$ cat config.mk
export PLATFORM = sky130hd
export DESIGN_NAME = hist_session_ctrl
export DESIGN_NICKNAME = d
export VERILOG_FILES = /design/src/rtl/hist_session_ctrl.sv
export SDC_FILE = /design/constraint.sdc
export NUM_CORES = 1
export LEC_CHECK = 0
export CORE_MARGIN = 10
export CORE_UTILIZATION = 45
export CTS_CLUSTER_DIAMETER = 150
export DETAILED_ROUTE_END_ITERATION = 12
export GPL_ROUTABILITY_DRIVEN = 0
export PLACE_DENSITY_LB_ADDON = 0.12
export REMOVE_ABC_BUFFERS = 1
export SLEW_MARGIN = 20
export SYNTH_ARGS = -nofsm -noshare
export SYNTH_HDL_FRONTEND = slang
export SYNTH_SLANG_ARGS = --single-unit
$ cat constraint.sdc
create_clock -name clk -period 2.6 [get_ports clk]
set_clock_uncertainty 0.2 [all_clocks]
set_input_delay 0.39 -clock clk [delete_from_list [all_inputs] [get_ports clk]]
set_output_delay 0.39 -clock clk [all_outputs]
set_load 0.1 [all_outputs]
$ cat src/rtl/hist_session_ctrl.sv
// hist_session_ctrl
//   Session sequencer in front of the histogramming core. It round-robins
//   samples from requesters A and B into the core's write port until a
//   programmed sample count is reached. It then waits for the core to report
//   ready for SETTLE consecutive cycles, issues a one-cycle readout trigger,
//   forwards the bin stream, and pulses done at the end of the session.
//
// Ports
//   clk, rst_n                      clock, asynchronous active-low reset
//   start, abort, sample_limit      session control; the limit is latched on start
//   a_valid/a_data/a_ready          requester A sample handshake
//   b_valid/b_data/b_ready          requester B sample handshake
//   core_data_in, core_write_en     registered write port toward the core
//   core_ready                      core can accept a write
//   core_read_req                   one-cycle readout trigger
//   core_data_out/valid_out/last    bin stream coming from the core
//   rd_data, rd_valid, rd_last      bin stream forwarded with one cycle of latency
//   busy, done, err_overrun         session status
//   sample_cnt, bin_cnt             per-session counters
module hist_session_ctrl #(
  parameter int unsigned DATA_W   = 15,
  parameter int unsigned CNT_W    = 16,
  parameter int unsigned MAX_BINS = 32768,
  parameter int unsigned SETTLE   = 2
) (
  input  logic              clk,
  input  logic              rst_n,
  input  logic              start,
  input  logic              abort,
  input  logic [CNT_W-1:0]  sample_limit,
  input  logic              a_valid,
  input  logic [DATA_W-1:0] a_data,
  output logic              a_ready,
  input  logic              b_valid,
  input  logic [DATA_W-1:0] b_data,
  output logic              b_ready,
  output logic [15:0]       core_data_in,
  output logic              core_write_en,
  input  logic              core_ready,
  output logic              core_read_req,
  input  logic [7:0]        core_data_out,
  input  logic              core_valid_out,
  input  logic              core_last_bin,
  output logic [7:0]        rd_data,
  output logic              rd_valid,
  output logic              rd_last,
  output logic              busy,
  output logic              done,
  output logic              err_overrun,
  output logic [CNT_W-1:0]  sample_cnt,
  output logic [CNT_W-1:0]  bin_cnt
);

  localparam int unsigned      SET_W   = (SETTLE > 1) ? $clog2(SETTLE) : 1;
  localparam logic [CNT_W-1:0] LP_MAXB = CNT_W'(MAX_BINS);

  typedef enum logic [2:0] {
    ST_IDLE,
    ST_ACCUM,
    ST_SETTLE_W,
    ST_READOUT,
    ST_DONE
  } state_t;

  state_t             r_state;
  logic [CNT_W-1:0]   r_limit;
  logic [SET_W-1:0]   r_settle;
  logic               r_prio_b;   // 1: B wins the next contested grant

  logic               w_can_grant;
  logic               w_a_win;
  logic               w_b_win;
  logic               w_accept;
  logic [DATA_W-1:0]  w_data;
  logic [CNT_W-1:0]   w_cnt_nxt;
  logic [CNT_W-1:0]   w_bin_nxt;

  // abort drops the readys in the same cycle, so an abort never coincides
  // with an accepted transfer and no write can follow it.
  assign w_can_grant = (r_state == ST_ACCUM) && core_ready &&
                       (sample_cnt < r_limit) && !abort;
  assign w_a_win     = a_valid && (!b_valid || !r_prio_b);
  assign w_b_win     = b_valid && !w_a_win;
  assign a_ready     = w_can_grant && w_a_win;
  assign b_ready     = w_can_grant && w_b_win;
  assign w_accept    = a_ready || b_ready;
  assign w_data      = a_ready ? a_data : b_data;
  assign w_cnt_nxt   = sample_cnt + CNT_W'(1);
  assign w_bin_nxt   = bin_cnt + CNT_W'(1);
  assign busy        = (r_state != ST_IDLE);

  always_ff @(posedge clk or negedge rst_n) begin
    if (!rst_n) begin
      r_state       <= ST_IDLE;
      r_limit       <= '0;
      r_settle      <= '0;
      r_prio_b      <= 1'b0;
      core_data_in  <= '0;
      core_write_en <= 1'b0;
      core_read_req <= 1'b0;
      rd_data       <= '0;
      rd_valid      <= 1'b0;
      rd_last       <= 1'b0;
      done          <= 1'b0;
      err_overrun   <= 1'b0;
      sample_cnt    <= '0;
      bin_cnt       <= '0;
    end else begin
      core_write_en <= 1'b0;
      core_read_req <= 1'b0;
      rd_valid      <= 1'b0;
      rd_last       <= 1'b0;
      done          <= 1'b0;
      if (abort) begin
        r_state <= ST_IDLE;
      end else begin
        unique case (r_state)
          ST_IDLE: begin
            if (start) begin
              r_limit     <= sample_limit;
              r_settle    <= '0;
              sample_cnt  <= '0;
              bin_cnt     <= '0;
              err_overrun <= 1'b0;
              r_state     <= (sample_limit == '0) ? ST_SETTLE_W : ST_ACCUM;
            end
          end
          ST_ACCUM: begin
            if (w_accept) begin
              core_write_en <= 1'b1;
              core_data_in  <= 16'({1'b0, w_data});
              sample_cnt    <= w_cnt_nxt;
              r_prio_b      <= a_ready;
              if (w_cnt_nxt == r_limit) begin
                r_settle <= '0;
                r_state  <= ST_SETTLE_W;
              end
            end
          end
          ST_SETTLE_W: begin
            if (!core_ready) begin
              r_settle <= '0;
            end else if (r_settle == SET_W'(SETTLE - 1)) begin
              core_read_req <= 1'b1;
              r_state       <= ST_READOUT;
            end else begin
              r_settle <= r_settle + SET_W'(1);
            end
          end
          ST_READOUT: begin
            if (core_valid_out) begin
              rd_valid <= 1'b1;
              rd_data  <= core_data_out;
              if (bin_cnt != LP_MAXB) bin_cnt <= w_bin_nxt;
              if (core_last_bin) begin
                rd_last <= 1'b1;
                r_state <= ST_DONE;
              end else if (w_bin_nxt >= LP_MAXB) begin
                err_overrun <= 1'b1;
                r_state     <= ST_DONE;
              end
            end
          end
          ST_DONE: begin
            done    <= 1'b1;
            r_state <= ST_IDLE;
          end
          default: r_state <= ST_IDLE;
        endcase
      end
    end
  end

endmodule

==> results list <==
- Global routing used 21.4% of the available tracks.
- After clock tree synthesis, the clock-pin slew on the worst setup and hold paths is 100 ps.
* Arrival time at the worst endpoint: 2460 ps
- The first global-routing pass estimated 26.2 mm of wire.
- Measured along the y axis, the die boundary spans 124 µm.
- After filler insertion, the fill cell instance count of the layout stands at 721.
- For this run, the share of the core covered by cells in the final layout is 76.3%.
* Cell variety after synth: 59
* Via density per instance: 5.66
- The share of the Yosys chip area taken by registers is 42.5%.
- Worst hold margin: 290 ps
- The worst pin sits at a relative slew slack of 42.3%.
- CTS saw 82 sinks.
* Commonest cells after routing, fill and taps aside: sky130_fd_sc_hd__buf_4, sky130_fd_sc_hd__dfrtp_1, sky130_fd_sc_hd__nand2_1
* Die area: 15,300 µm²
* Root cell of the clock tree: sky130_fd_sc_hd__clkbuf_8
- Fraction of power consumed by the clock network: 16.4%
* Starting DRT DRC Count: 394
* IR Drop Worst-Case VDD: 1.10 mV
* Worst Max-Slew Pin Slew: 859 ps
- After the flow finishes, the layout carries non-filler instances totaling 916.
- Unrepaired setup endpoints after global routing: yes
- Syn Area/Cell: 8.91 µm²
* Top fanout value on the critical path: 5
* Synthesis Warnings: 0
- Slew Viols, Final: 0
- The final reports fail on negative setup slack.
- Traced cell by cell, the critical path runs through ha_1 > a211oi_2 > a31oi_4 > a211oi_2 > buf_4 > nand3_2 > inv_2 > buf_12.
* Pin count of the biggest net entering global routing: 33
* Standby leakage power: 3.69 nW
* Initial antenna violation count: 0
* H-tree lvl count: 3
* DR pass1 iterations: 5
- Slowest CP cell: sky130_fd_sc_hd__dfrtp_2
* Commonest non-fill, non-tap cell in the layout: sky130_fd_sc_hd__buf_4
- After detailed routing, the number of remaining DRC violations is 0.
* Synth Flop Type: sky130_fd_sc_hd__dfrtp_1
- After legalization and detailed placement, the total HPWL measured 11.7 mm.
- Number of rows created at floorplan: 37
* Die boundary width: 124 µm
* CTS tree: done
- In this run the worst hold path is classified as in2async.
- The final critical path takes up 117% of the cycle.
- For the worst setup path, the data required time is 2010 ps.
* Setup slack after placement: -393 ps
- Share of layout cells above drive strength 1: 38.1%
- The clock passes through at most 2 buffers.
- The analysis attributes to net switching a power of 0.00350 W.
- The share of total power dissipated in combinational logic is 58.2%.
- In this run the power density over the cells is 912 nW/µm².
- Share of total power in sequential cells: 25.4%
- Post-Layout Inst Area: 7910 µm²
- Proportion of total power due to net switching: 48.5%
- TritonCTS buffer count: 9
- Seq cells post-synth: 82
- Skew-Pair Late Insertion Delay: 380 ps
- Fin worst setup slack: -452 ps
- Number of global-route vias before repair: 5,222
- In this run the remaining antenna-violating nets after routing total 0.
- The count of buffers added on input and output ports is 126.
* Cell type group with the largest total delay on the critical path: compound AO/OA/AOI/OAI gates
- The floorplan step defined a core boundary enclosing 10,400 µm².
- Post-detailed-routing wire length: 17.7 mm
* Post-DR wirelength/cell: 19.4 µm
- STA classifies the critical path startpoint as a register.
- Antenna Diode Count: 0
* Final setup viols: 38
- Placed inst area: 6660 µm²
* Cell-internal power: 0.00372 W
* Most common cell on crit path: sky130_fd_sc_hd__a211oi_2
- The mapped netlist covers 4830 µm².
* Cell count after placement: 860
* Mapped Cells: 542
- Max-Cap Viols: 0
- The routed layout has 5,188 vias.
* Final Hold Fails: 0
- Starting density of the core: 46.6%
* FF+latch area: 2060 µm²
- Upper clock frequency limit: 328 MHz
- Status: complete, but fails checks
* Element type at the critical path end: output pin
* Net count reported at finish: 857
- For this run, asynchronously set or reset flops after synthesis account for 100%.
* Critical path buffers and inverters: 3
* Critical Path Max Stage Delay: 460 ps
* Growth of design area from synthesis to finish: 63.7%
- Number of enable-type register cells in the synthesized netlist: 0
* Area occupied by multi-input gates: 3060 µm²
- During I/O placement, the number of pins put on the boundary was 128.
- Summed over all layers, the global routing overflow is 0.
* Crit path kind: reg2out
* Final Critical Period: 3050 ps
==> area by class of cell <==
cell class	count	share of cell area, %
Multi-Input combinational cell	406	38.7
Timing Repair Buffer	251	28.7
Sequential cell	82	26.0
Tap cell	136	2.15
Clock buffer	9	1.57
Clock inverter	7	1.57
Inverter	25	1.34
==> cell usage after synthesis, types with 3 or more instances <==
master | instances | area share, %
sky130_fd_sc_hd__a21oi_1 | 29 | 3.0
sky130_fd_sc_hd__dfrtp_1 | 82 | 42
sky130_fd_sc_hd__a211o_1 | 3 | 0.54
sky130_fd_sc_hd__nand2b_1 | 7 | 0.91
sky130_fd_sc_hd__o21a_1 | 3 | 0.47
sky130_fd_sc_hd__xnor2_1 | 21 | 3.8
sky130_fd_sc_hd__nor2_1 | 45 | 3.5
sky130_fd_sc_hd__nand2_1 | 68 | 5.3
sky130_fd_sc_hd__nand3b_1 | 3 | 0.47
sky130_fd_sc_hd__and3_1 | 11 | 1.4
sky130_fd_sc_hd__a22o_1 | 4 | 0.73
sky130_fd_sc_hd__mux2i_1 | 17 | 3.5
sky130_fd_sc_hd__xor2_1 | 10 | 1.8
sky130_fd_sc_hd__or2_2 | 3 | 0.39
sky130_fd_sc_hd__clkbuf_1 | 15 | 1.2
sky130_fd_sc_hd__o21ai_0 | 33 | 3.4
sky130_fd_sc_hd__nand4_1 | 12 | 1.6
sky130_fd_sc_hd__a21o_1 | 7 | 1.1
sky130_fd_sc_hd__nor2b_1 | 9 | 1.2
sky130_fd_sc_hd__o21ai_1 | 3 | 0.31
sky130_fd_sc_hd__or3_1 | 7 | 0.91
sky130_fd_sc_hd__o31ai_1 | 4 | 0.62
sky130_fd_sc_hd__ha_1 | 19 | 4.9
sky130_fd_sc_hd__nor3_1 | 16 | 1.7
sky130_fd_sc_hd__nor4_1 | 9 | 1.2
sky130_fd_sc_hd__a31oi_1 | 9 | 1.2
sky130_fd_sc_hd__a31o_2 | 3 | 0.54
sky130_fd_sc_hd__a211oi_1 | 3 | 0.47
sky130_fd_sc_hd__inv_1 | 23 | 1.8
sky130_fd_sc_hd__buf_2 | 12 | 1.2
sky130_fd_sc_hd__nand3_1 | 14 | 1.5
sky130_fd_sc_hd__or4_1 | 4 | 0.62
==> metal layers <==
metal	part of all wire, %	up-vias	global-route usage [%]	wire length, µm
li1	-	2394	-	-
met5	0	-	0	0
met4	3.9	0	9.10	685
met3	9.5	51	8.14	1680
met2	49	238	33.9	8620
met1	38	2505	25.4	6760
==> state kept, by name, indices dropped and copies added (netlist names) <==
signal,count
rd_last,1
rd_data,8
core_data_in,15
r_settle,1
r_prio_b,1
rd_valid,1
core_read_req,1
err_overrun,1
bin_cnt,16
done,1
r_state,3
core_write_en,1
r_limit,16
sample_cnt,16
==> power by group through the flow <==
| stage | clock network (W) | logic, W | registers (W) |
|---|---|---|---|
| finish | 0.00118 | 0.00420 | 0.00183 |
| global route | 0.00125 | 0.00443 | 0.00187 |
| CTS | 0.00118 | 0.00387 | 0.00178 |
| detailed placement | 0 | 0.00352 | 0.00178 |
| global placement | 0 | 0.00345 | 0.00177 |
| floorplan | 0 | 0.000968 | 0.00312 |
==> final timing paths <==
check / cells past startpoint / slack [ps] / from / endpoint
worst min-delay path: 2 / 290 / rst_n / sample_cnt[11]$_DFFE_PN0P_
min in group clk: 2 / 290 / rd_data[7]$_DFFE_PN0P_ / rd_data[7]$_DFFE_PN0P_
worst min register to register: 2 / 290 / rd_data[7]$_DFFE_PN0P_ / rd_data[7]$_DFFE_PN0P_
worst max register to register: 10 / -380 / sample_cnt[7]$_DFFE_PN0P_ / r_settle$_DFFE_PN0P_
worst max-delay path: 8 / -450 / sample_cnt[7]$_DFFE_PN0P_ / a_ready
max in group asynchronous: 3 / 1250 / rst_n / bin_cnt[5]$_DFFE_PN0P_
==> worst register-to-register path, cell delays in order, from the launching register on <==
cell and delay (ps):
sky130_fd_sc_hd__dfrtp_2 460, sky130_fd_sc_hd__ha_1 350, sky130_fd_sc_hd__a211oi_2 330, sky130_fd_sc_hd__a31oi_4 170, sky130_fd_sc_hd__a211oi_2 230, sky130_fd_sc_hd__buf_4 170, sky130_fd_sc_hd__buf_4 100, sky130_fd_sc_hd__buf_6 110
sky130_fd_sc_hd__nor2_1 60, sky130_fd_sc_hd__or4_4 510, sky130_fd_sc_hd__a21o_1 170
==> logic make-up (layout without fill, tap and decap cells) <==
logic type                 after synthesis  in the layout  share of synthesized area [%]
AOI/OAI and AO/OA                      119            119                           15.8
muxes                                   18             18                           3.76
adders and majority gates               19             19                           4.92
xor gates and xnor gates                31             31                           5.62
buffers and inverters                   54            292                           4.66
other                                    1              1                         0.0776
DFF                                     82             82                           42.5
and+or+nand+nor                        218            218                           22.7
==> repair_timing <==
action	CTS	global route
buffers inserted	18	20
hold buffers	1	0
cloned	3	1
pin swaps	17	28
endpoints found under the setup margin	38	39
endpoints found under the hold margin	29	0
gates resized for setup	62	66
==> stage by stage <==
| stage | power (W) | TNS [ps] |
|---|---|---|
| after floorplan | 0.00409 | -40090 |
| after global placement | 0.00522 | -6330 |
| after detailed placement | 0.00530 | -9910 |
| after CTS | 0.00682 | -1760 |
| after global routing | 0.00755 | -13110 |
| final | 0.00722 | -10640 |
No activity file was read; power rests on OpenSTA's default activity.
